==> src/rtl/dff_bank_arbiter_pkg.sv <==
// Shared types and helpers for the shared-register round-robin arbiter.
package dff_bank_arbiter_pkg;

    typedef enum logic {
        ST_IDLE  = 1'b0,
        ST_GRANT = 1'b1
    } state_t;

    // Index width for n requesters; never narrower than one bit.
    function automatic int unsigned idx_w(input int unsigned n);
        return (n <= 2) ? 1 : $clog2(n);
    endfunction

endpackage

==> src/rtl/dff_bank_arbiter_if.sv <==
// Requester-side bus of the arbiter: requests, lock hints, data lanes and results.
interface dff_bank_arbiter_if #(
    parameter int unsigned N = 4,
    parameter int unsigned W = 8
);
    import dff_bank_arbiter_pkg::*;

    localparam int unsigned OW = idx_w(N);

    logic [N-1:0]   req;
    logic [N-1:0]   lock;
    logic [N*W-1:0] wdata;
    logic [N-1:0]   gnt;
    logic [OW-1:0]  owner;
    logic [W-1:0]   q;
    logic           q_valid;
    logic           busy;

    modport master (
        output req, lock, wdata,
        input  gnt, owner, q, q_valid, busy
    );

    modport slave (
        input  req, lock, wdata,
        output gnt, owner, q, q_valid, busy
    );

endinterface

==> src/rtl/dff_bank_arbiter_rr_pick.sv <==
// Combinational round-robin pick: first set request after ptr, wrapping at N.
module rr_pick #(
    parameter int unsigned N  = 4,
    parameter int unsigned OW = 2
) (
    input  logic [N-1:0]  req_i,
    input  logic [OW-1:0] ptr_i,
    output logic          valid_o,
    output logic [OW-1:0] win_o
);

    always_comb begin
        valid_o = 1'b0;
        win_o   = '0;
        for (int unsigned i = 1; i <= N; i++) begin
            int unsigned idx;
            idx = (32'(ptr_i) + i) % N;
            if (!valid_o && req_i[idx]) begin
                valid_o = 1'b1;
                win_o   = OW'(idx);
            end
        end
    end

endmodule

==> src/rtl/dff_bank_arbiter.sv <==
// Round-robin arbiter and sole writer of a shared W-bit register, with a bounded grant lock.
module dff_bank_arbiter
    import dff_bank_arbiter_pkg::*;
#(
    parameter int unsigned N        = 4,
    parameter int unsigned W        = 8,
    parameter int unsigned MAX_LOCK = 3
) (
    input  logic              clk,
    input  logic              reset,
    dff_bank_arbiter_if.slave bus
);

    localparam int unsigned OW = idx_w(N);
    localparam int unsigned LW = $clog2(MAX_LOCK + 1);

    state_t        state_q, state_d;
    logic [N-1:0]  gnt_q, gnt_d;
    logic [OW-1:0] owner_q, owner_d;
    logic [LW-1:0] lockcnt_q, lockcnt_d;
    logic [W-1:0]  q_q, q_d;
    logic          qv_q, qv_d;

    logic          pick_valid;
    logic [OW-1:0] pick_win;

    rr_pick #(
        .N  (N),
        .OW (OW)
    ) u_pick (
        .req_i   (bus.req),
        .ptr_i   (owner_q),
        .valid_o (pick_valid),
        .win_o   (pick_win)
    );

    always_comb begin
        state_d   = state_q;
        gnt_d     = gnt_q;
        owner_d   = owner_q;
        lockcnt_d = lockcnt_q;
        q_d       = q_q;
        qv_d      = 1'b0;
        case (state_q)
            ST_IDLE: begin
                gnt_d = '0;
                if (pick_valid) begin
                    gnt_d[pick_win] = 1'b1;
                    owner_d         = pick_win;
                    lockcnt_d       = LW'(1);
                    state_d         = ST_GRANT;
                end
            end
            ST_GRANT: begin
                if (bus.req[owner_q]) begin
                    q_d  = bus.wdata[32'(owner_q)*W +: W];
                    qv_d = 1'b1;
                end
                // Lock only extends a live request, and only up to the cap.
                if (bus.req[owner_q] && bus.lock[owner_q] && (lockcnt_q < LW'(MAX_LOCK))) begin
                    lockcnt_d = lockcnt_q + LW'(1);
                end else begin
                    gnt_d   = '0;
                    state_d = ST_IDLE;
                end
            end
            default: begin
                gnt_d   = '0;
                state_d = ST_IDLE;
            end
        endcase
    end

    always_ff @(posedge clk or negedge reset) begin
        if (!reset) begin
            state_q   <= ST_IDLE;
            gnt_q     <= '0;
            owner_q   <= OW'(N - 1);
            lockcnt_q <= '0;
            q_q       <= '0;
            qv_q      <= 1'b0;
        end else begin
            state_q   <= state_d;
            gnt_q     <= gnt_d;
            owner_q   <= owner_d;
            lockcnt_q <= lockcnt_d;
            q_q       <= q_d;
            qv_q      <= qv_d;
        end
    end

    assign bus.gnt     = gnt_q;
    assign bus.owner   = owner_q;
    assign bus.q       = q_q;
    assign bus.q_valid = qv_q;
    assign bus.busy    = (state_q == ST_GRANT);

endmodule

==> src/flat_wrapper.sv <==
// flat-port wrapper written by rule: the top's interface ports become plain ports
module dff_bank_arbiter_flat import dff_bank_arbiter_pkg::*;
#(
    parameter int unsigned N        = 4,
    parameter int unsigned W        = 8,
    parameter int unsigned MAX_LOCK = 3
)
  (clk, reset, bus_req, bus_lock, bus_wdata, bus_gnt, bus_owner, bus_q, bus_q_valid, bus_busy);
  dff_bank_arbiter_if #(.N(N), .W(W)) bus_i ();
  input  logic clk;
  input  logic reset;
  input wire logic [$bits(bus_i.req)-1:0] bus_req;
  input wire logic [$bits(bus_i.lock)-1:0] bus_lock;
  input wire logic [$bits(bus_i.wdata)-1:0] bus_wdata;
  output wire logic [$bits(bus_i.gnt)-1:0] bus_gnt;
  output wire logic [$bits(bus_i.owner)-1:0] bus_owner;
  output wire logic [$bits(bus_i.q)-1:0] bus_q;
  output wire logic [$bits(bus_i.q_valid)-1:0] bus_q_valid;
  output wire logic [$bits(bus_i.busy)-1:0] bus_busy;
  assign bus_i.req = bus_req;
  assign bus_i.lock = bus_lock;
  assign bus_i.wdata = bus_wdata;
  assign bus_gnt = bus_i.gnt;
  assign bus_owner = bus_i.owner;
  assign bus_q = bus_i.q;
  assign bus_q_valid = bus_i.q_valid;
  assign bus_busy = bus_i.busy;
  dff_bank_arbiter #(.N(N), .W(W), .MAX_LOCK(MAX_LOCK)) u_core (.clk(clk), .reset(reset), .bus(bus_i));
endmodule
==> config.mk <==
export PLATFORM = sky130hd
export DESIGN_NAME = dff_bank_arbiter_flat
export DESIGN_NICKNAME = d
export VERILOG_FILES = /design/src/rtl/dff_bank_arbiter_pkg.sv /design/src/rtl/dff_bank_arbiter_if.sv /design/src/rtl/dff_bank_arbiter_rr_pick.sv /design/src/rtl/dff_bank_arbiter.sv /design/src/flat_wrapper.sv
export SDC_FILE = /design/constraint.sdc
export NUM_CORES = 1
export LEC_CHECK = 0
export CAP_MARGIN = 5
export CORE_MARGIN = 5
export CORE_UTILIZATION = 35
export CTS_BUF_LIST = sky130_fd_sc_hd__clkbuf_8
export DETAILED_ROUTE_END_ITERATION = 16
export GPL_TIMING_DRIVEN = 0
export PLACE_DENSITY = 0.81
export SLEW_MARGIN = 5
export SYNTH_ARGS = -nofsm -noshare
export SYNTH_HDL_FRONTEND = slang
export SYNTH_SLANG_ARGS = --single-unit
==> constraint.sdc <==
create_clock -name clk -period 1.9 [get_ports clk]
set_clock_uncertainty 0.15 [all_clocks]
set_input_delay 0.38 -clock clk [delete_from_list [all_inputs] [get_ports clk]]
set_output_delay 0.38 -clock clk [all_outputs]
set_load 0.005 [all_outputs]
==> flow_metrics.env, run 1 <==
export IMPL_htreeDepth=1
export IMPL_drc_errors=0
export IMPL_met2RoutedLength_um=1480
export IMPL_clock_network_fraction_of_total_power_pct=11.7
export IMPL_pre_cts_slack_ps=-459
export IMPL_synth_net_count=116
export IMPL_grt_overflow=0
export IMPL_nNetsFinal=180
export IMPL_synth_ff_type="sky130_fd_sc_hd__dfrtp_1"
export IMPL_failed_checks="setup timing"
export IMPL_area_growth_syn_to_layout_pct=68.0
export IMPL_first_global_vias=985
export IMPL_die_area_mm2=0.00414
export IMPL_finalCritPeriodShare_pct=104
export IMPL_drtIter0Drc=13
export IMPL_clock_slew_at_reported_path_ffs_ps=70
export IMPL_io_buffers=57
export IMPL_grt_first_pass_wirelength_um=4780
export IMPL_finalMaxSlewViolations=0
export IMPL_wl_per_cell_um=16.8
export IMPL_synth_area_mm2=0.00103
export IMPL_maxSlewHeadroom_pct=44.6
export IMPL_detailed_place_hpwl_um=2220
export IMPL_insertedDiodeCount=0
export IMPL_cts_made_buffers=3
export IMPL_p_leak_nw=0.706
export IMPL_largest_net_degree_at_the_start_of_global_routing=19
export IMPL_fraction_of_registers_with_async_set_or_reset_after_synthesis_pct=100
export IMPL_chipHeight_um=64.3
export IMPL_post_route_min_period_ps=1990
export IMPL_fmax_mhz=504
export IMPL_max_cap_violations=0
export IMPL_routed_wirelength_um=2810
export IMPL_critical_path_startpoint_type="register"
export IMPL_grt_total_usage_pct=14.7
export IMPL_worst_r2r_setup_slack_ps=-90
export IMPL_chipWidth_um=64.3
export IMPL_final_area_mm2=0.00173
export IMPL_final_setup_viol_count=14
export IMPL_effective_utilization_at_floorplan_pct=37.1
export IMPL_synth_cells=73
export IMPL_post_synth_num_cell_types=29
export IMPL_worst_ep_required_time_ps=1900
export IMPL_switching_share_pct=32.1
export IMPL_irDropWorstVdd_uv=907
export IMPL_dr_total_vias=880
export IMPL_type_of_destination_of_the_critical_path="register"
export IMPL_antenna_violating_nets_post_route=0
export IMPL_synthesized_area_per_cell_um2=14.1
export IMPL_grt_antenna_before_repair=0
export IMPL_synth_enable_flop_cells=0
export IMPL_share_comb_of_total_power_pct=58.5
export IMPL_numClockSinks=18
export IMPL_routed_top_layer="met4"
export IMPL_routed_via_density=5.27
export IMPL_tritoncts="built"
export IMPL_power_report_internal_total_mw=1.60
export IMPL_worstPathArrival_ps=1980
export IMPL_hold_path_class="register to register"
export IMPL_yosys_register_bits=18
export IMPL_seq_area_frac_synth_pct=43.9
export IMPL_number_of_ports_placed_on_the_die_boundary=58
export IMPL_cts_root_buf="sky130_fd_sc_hd__clkbuf_8"
export IMPL_cts_hold_repair_buffers=0
export IMPL_net_switching_power_mw=0.754
export IMPL_drt_first_pass_iters=4
export IMPL_post_dp_cell_area_mm2=0.00164
export IMPL_met3WireLength_um=193
export IMPL_rsz0062_at_grt="true"
export IMPL_run_status="finished, violations left"
export IMPL_worst_slew_pin_slew_ps=828
export IMPL_pwr_share_seq_pct=29.7
export IMPL_weighted_congestion_reported_at_the_end_of_routability_driven_placement=0.818
export IMPL_timing_worst_setup_path_type="register to register"
export IMPL_power_density_cell_area_mw_per_mm2=1360
export IMPL_clock_path_buffers=2
export IMPL_drive_above_1_share_pct=25.7
export IMPL_wl_met1_um=1090
export IMPL_yosysWarningCount=0
export IMPL_finalHoldViolCount=0
export IMPL_crit_path_max_fanout=10
export IMPL_clock_insertion_delay_worst_skew_ps=260
export IMPL_num_rows=19
export IMPL_core_area_mm2=0.00278
export IMPL_setup_slack_ps=-85.1
==> cells by family (layout without fill, tap and decap cells) <==
group / count (synthesis) / in the layout / share of synthesized area (%)
AO/OA/AOI/OAI: 14 / 14 / 9.70
adder cells (fa/ha/maj): 1 / 1 / 1.21
buffers and inverters: 6 / 69 / 3.27
flip-flops: 18 / 18 / 43.9
multiplexers: 20 / 20 / 33.0
AND/OR/NAND/NOR: 14 / 14 / 8.97
==> cell usage after synthesis, drive strengths merged (2+ instances only) <==
| cell type | count | area [µm²] |
|---|---|---|
| o2bb2ai | 2 | 17.5 |
| mux2 | 9 | 105 |
| o21ai | 2 | 10.0 |
| nand2b | 3 | 18.8 |
| nor2 | 4 | 15.0 |
| mux4 | 10 | 225 |
| dfrtp | 16 | 400 |
| inv | 3 | 11.3 |
| a22o | 2 | 17.5 |
| dfstp | 2 | 52.6 |
| buf | 2 | 18.8 |
| a21oi | 3 | 15.0 |
==> area by class of cell <==
cell class | instances | area, µm²
plain buffers | 3 | 31.3
clock buffers | 3 | 41.3
clock inverters | 1 | 3.75
fillers | 245 | 1050
inverters | 3 | 11.3
multi-input cells | 49 | 572
flip-flops and latches | 18 | 453
well taps | 31 | 38.8
repair buffers | 59 | 583
==> through the flow <==
| step | util [%] | instances | TNS (ps) | power (mW) | hold slack, ps |
|---|---|---|---|---|---|
| 3_5_place_dp | 59.0 | 161 | -4890 | 2.01 | 329 |
| 3_3_place_gp | 59.0 | 161 | -4320 | 1.98 | 328 |
| 2_1_floorplan | - | 73 | -90.3 | 1.44 | -65.6 |
| 6_report | 62.3 | 167 | -707 | 2.35 | 350 |
| 5_1_grt | 62.3 | 167 | -1360 | 2.54 | 375 |
| 4_1_cts | 61.7 | 166 | -1190 | 2.36 | 358 |
==> registers in the layout (all words and copies together) (netlist names) <==
register            cells
u_core.bus.q            8
u_core.bus.gnt          4
u_core.bus.busy         1
u_core.bus.q_valid      1
u_core.bus.owner        2
u_core.lockcnt_q        2
==> placed cells by master, fill, tap and decap left out, types with 2 or more instances in the layout <==
cell / n
sky130_fd_sc_hd__clkdlybuf4s50_1: 52
sky130_fd_sc_hd__dfrtp_1: 16
sky130_fd_sc_hd__mux4_2: 10
sky130_fd_sc_hd__mux2_2: 8
sky130_fd_sc_hd__inv_1: 4
sky130_fd_sc_hd__nor2_1: 4
sky130_fd_sc_hd__dlygate4sd2_1: 4
sky130_fd_sc_hd__a21oi_1: 3
sky130_fd_sc_hd__nand2b_1: 3
sky130_fd_sc_hd__clkbuf_8: 3
sky130_fd_sc_hd__o21ai_0: 2
sky130_fd_sc_hd__o2bb2ai_2: 2
sky130_fd_sc_hd__a22o_1: 2
sky130_fd_sc_hd__buf_4: 2
sky130_fd_sc_hd__dfstp_2: 2
==> final timing paths <==
check,cells past startpoint,end,startpoint
setup / recovery,5,u_core.lockcnt_q[1],u_core.bus.owner[1]
hold / removal,1,u_core.bus.gnt[3],u_core.bus.gnt[3]
setup reg to reg,5,u_core.lockcnt_q[1],u_core.bus.owner[1]
hold reg to reg,1,u_core.bus.gnt[3],u_core.bus.gnt[3]
max in group asynchronous,1,u_core.bus.gnt[3],reset
min in group asynchronous,1,u_core.bus.gnt[2],reset
==> worst max-delay path, stage by stage (launching register included) <==
cell                      delay [ps]
sky130_fd_sc_hd__dfstp_2         540
sky130_fd_sc_hd__buf_6           110
sky130_fd_sc_hd__mux4_2          560
sky130_fd_sc_hd__nand2_8         150
sky130_fd_sc_hd__nor3b_4          80
sky130_fd_sc_hd__mux2_4          290
==> metal layers <==
metal / vias to the layer above / GRT usage, %
met1: 424 / 17.3
met5: - / 0
li1: 412 / -
met4: 0 / 4.83
met2: 37 / 25.6
met3: 7 / 4.20
==> power by group through the flow <==
stage	sequential (mW)	clock (mW)	combinational (mW)
after detailed placement	0.692	0	1.32
final	0.699	0.276	1.38
after CTS	0.698	0.286	1.38
after global routing	0.728	0.310	1.50
after global placement	0.690	0	1.29
after floorplan	0.700	0	0.741
==> what timing repair did <==
action | in CTS | in global routing
endpoints found under the setup margin | 15 | 17
resized for setup | 9 | 3
setup buffers | 1 | 1
pin swaps | 1 | 2
cloned | 0 | 0
hold endpoints to repair | 0 | 0
Power figures use the tool's default switching activity.
==> run 2, diff against run 1 <==
- ABC_AREA: unset -> 1
- CORE_UTILIZATION: 35 -> 39
- MAX_ROUTING_LAYER: unset -> met4
- PLACE_DENSITY: 0.81 -> 0.83
==> run 2 against run 1 <==
Compared with the run above: the run now ends clean; non-clock buffer count rose by 9; via count rose by 73%; critical path depth rose by 6; sequential share of layout area fell by 4.8 points; hold slack got worse by 20 ps; total power rose by 46%; fmax rose by 5.9%; synthesized area rose by 25%; final area rose by 23%; die area rose by 10%; critical path type unchanged; largest power group unchanged; highest routed layer unchanged.
==> flow_metrics.env, run 2 <==
export IMPL_clock_insertion_delay_worst_skew_ps=260
export IMPL_synth_enable_flop_cells=0
export IMPL_drtIter0Drc=77
export IMPL_synth_area_mm2=0.00129
export IMPL_hold_depth=2
export IMPL_core_area_mm2=0.00310
export IMPL_largest_net_degree_at_the_start_of_global_routing=19
export IMPL_cells_along_the_critical_path="buf_8 -> nand2_4 -> nand2_2 -> inv_2 -> o21ai_4 -> clkinv_4 -> nor2_8 -> nand2_4 -> inv_4 -> nand2_1 -> nand2_1"
export IMPL_finalCoreUtilization_pct=68.6
export IMPL_rsz0062_at_grt="true"
export IMPL_cts_root_buf="sky130_fd_sc_hd__clkbuf_8"
export IMPL_finalCritPeriodShare_pct=98.6
export IMPL_timing_critical_path_slowest_stage_cell="sky130_fd_sc_hd__dfstp_2"
export IMPL_chipWidth_um=67.5
export IMPL_p_leak_nw=1.02
export IMPL_number_of_flip_flops_under_the_largest_register_name=8
export IMPL_nNetsFinal=296
export IMPL_n_fill_cell=254
export IMPL_post_route_hold_slack_ps=330
export IMPL_cp_slowest_stage_delay_ps=580
export IMPL_synth_net_count=227
export IMPL_post_dp_cell_area_mm2=0.00191
export IMPL_post_synth_num_cell_types=27
export IMPL_critical_path_startpoint_type="register"
export IMPL_synthTopCellsByArea="sky130_fd_sc_hd__dfrtp_1 31%, sky130_fd_sc_hd__nand2_1 21%, sky130_fd_sc_hd__nand3_1 11%"
export IMPL_clock_path_buffers=2
export IMPL_num_rows=20
export IMPL_synthesized_area_per_cell_um2=7.00
export IMPL_worst_ep_required_time_ps=1950
export IMPL_routed_via_density=5.15
export IMPL_synth_top_area_cell="sky130_fd_sc_hd__dfrtp_1"
export IMPL_grt_overflow=0
export IMPL_clock_slew_at_reported_path_ffs_ps=70
export IMPL_synth_cells=184
export IMPL_fmax_mhz=534
export IMPL_power_density_cell_area_mw_per_mm2=1610
export IMPL_final_setup_viol_count=0
export IMPL_clock_network_fraction_of_total_power_pct=9.3
export IMPL_fraction_of_registers_with_async_set_or_reset_after_synthesis_pct=100
export IMPL_worstSetupPathDepth=11
export IMPL_die_area_mm2=0.00455
export IMPL_area_growth_syn_to_layout_pct=65.4
export IMPL_synth_cells_most_frequent="72 x sky130_fd_sc_hd__nand2_1, 28 x sky130_fd_sc_hd__nand3_1, 16 x sky130_fd_sc_hd__dfrtp_1, 10 x sky130_fd_sc_hd__nand4_1"
export IMPL_hold_path_startpoint="u_core.bus.q[3]"
export IMPL_hold_path_class="register to register"
export IMPL_finalMaxSlewViolations=0
export IMPL_max_cap_violations=0
export IMPL_power_report_internal_total_mw=1.79
export IMPL_worst_slew_pin_slew_ps=799
export IMPL_number_of_ports_placed_on_the_die_boundary=58
export IMPL_layoutNonFillerInstCount=296
export IMPL_synth_ff_type="sky130_fd_sc_hd__dfrtp_1"
export IMPL_cts_made_buffers=3
export IMPL_synth_top_cell_area_share_pct=31.1
export IMPL_antenna_violating_nets_post_route=0
export IMPL_dr_total_vias=1524
export IMPL_io_buffers=57
export IMPL_first_global_vias=1342
export IMPL_seq_area_frac_synth_pct=35.2
export IMPL_final_area_mm2=0.00213
export IMPL_htreeDepth=1
export IMPL_irDropWorstVdd_uv=852
export IMPL_finalHoldViolCount=0
export IMPL_layout_cells_most_common_list="62 x sky130_fd_sc_hd__nand2_1, 55 x sky130_fd_sc_hd__clkdlybuf4s50_1, 26 x sky130_fd_sc_hd__nand3_1"
export IMPL_crit_path_max_fanout=6
export IMPL_effective_utilization_at_floorplan_pct=41.5
export IMPL_detailed_place_hpwl_um=3070
export IMPL_share_comb_of_total_power_pct=71.4
export IMPL_area_taken_by_multi_input_logic_gates_um2=790
export IMPL_timing_worst_setup_path_type="register to register"
export IMPL_grt_antenna_before_repair=0
export IMPL_grt_first_pass_wirelength_um=6180
export IMPL_run_status="complete, no violations"
export IMPL_drive_above_1_share_pct=24.2
export IMPL_yosys_register_bits=18
export IMPL_worstReg2RegStart="u_core.bus.owner[0]"
export IMPL_insertedDiodeCount=0
export IMPL_net_switching_power_mw=1.65
export IMPL_worstPathBufferInverterCount=4
export IMPL_maxSlewHeadroom_pct=46.5
export IMPL_mostFrequentLayoutCell="sky130_fd_sc_hd__nand2_1"
export IMPL_type_of_destination_of_the_critical_path="register"
export IMPL_cell_family_contributing_the_most_delay_on_the_critical_path="flip-flops"
export IMPL_layout_area_seq_um2=453
export IMPL_dpl_cell_count=285
export IMPL_numClockSinks=18
export IMPL_post_route_min_period_ps=1870
export IMPL_pwr_share_seq_pct=19.2
export IMPL_wl_per_cell_um=14.4
export IMPL_chipHeight_um=67.5
export IMPL_worstPathArrival_ps=1920
export IMPL_weighted_congestion_reported_at_the_end_of_routability_driven_placement=0.896
export IMPL_yosysWarningCount=0
export IMPL_tritoncts="built"
export IMPL_post_synth_top_count_cell="sky130_fd_sc_hd__nand2_1"
export IMPL_routed_wirelength_um=4280
export IMPL_drt_first_pass_iters=4
export IMPL_switching_share_pct=48.0
export IMPL_cp_startpoint="u_core.bus.owner[0]"
export IMPL_grt_total_usage_pct=18.8
export IMPL_drc_errors=0
export IMPL_finalSetupTns_ps=0
export IMPL_rr_worst_depth=11
==> run 2: through the flow <==
step	setup slack, ps	power, mW
5_1_grt	-65.8	3.71
4_1_cts	0.0194	3.03
3_3_place_gp	-77.3	2.65
6_report	25.7	3.44
3_5_place_dp	-104	2.70
2_1_floorplan	202	2.02
==> run 2: repair_timing <==
action | in CTS | in global routing
endpoints found under the setup margin | 0 | 9
resized for setup | 0 | 35
hold buffers | 0 | 0
setup buffers | 0 | 6
==> run 2: cells by family after synthesis <==
group                    count (synthesis)  share of synthesized area, %
adder cells (fa/ha/maj)                  1                         0.972
buffers and inverters                   22                          9.62
flip-flops                              18                          35.2
AND/OR/NAND/NOR                        130                          47.8
AO/OA/AOI/OAI                           13                          6.41
==> run 2: worst paths after layout <==
kind / to / slack, ps
worst min register to register: u_core.bus.q[3] / 330
worst min-delay path: u_core.bus.q[3] / 330
max in group asynchronous: u_core.bus.gnt[2] / 670
worst max-delay path: u_core.bus.gnt[2] / 30
worst max register to register: u_core.bus.gnt[2] / 30
min in group asynchronous: u_core.bus.q[2] / 430
==> run 2: routing by layer <==
metal / vias up / routed length, µm / global-route usage (%)
li1: 738 / - / -
met1: 719 / 1690 / 23.4
met2: 56 / 2200 / 30.2
met3: 11 / 292 / 4.16
met4: 0 / 91 / 6.08
met5: - / 0 / -
==> run 2: worst reg2reg max path: cells and delay by family, from the launching register on <==
| family | cells | cell delay (ps) |
|---|---|---|
| AO/OA/AOI/OAI | 1 | 180 |
| buffers and inverters | 4 | 400 |
| flip-flops | 1 | 580 |
| AND/OR/NAND/NOR | 6 | 480 |
==> run 2: power by group through the flow <==
stage / sequential [mW] / clock (mW) / combinational, mW
after floorplan: 0.659 / 0 / 1.36
after global placement: 0.648 / 0 / 2.00
after detailed placement: 0.654 / 0 / 2.04
after CTS: 0.648 / 0.325 / 2.06
after global routing: 0.686 / 0.347 / 2.68
final: 0.661 / 0.320 / 2.45
==> run 2: cell type report <==
type,instances,area share [%]
inverter,15,3.47
timing repair buffer,64,30.2
clock buffer,4,2.59
buffer,7,2.82
tap,44,2.59
multi-input combinational,144,37.1
sequential,18,21.3
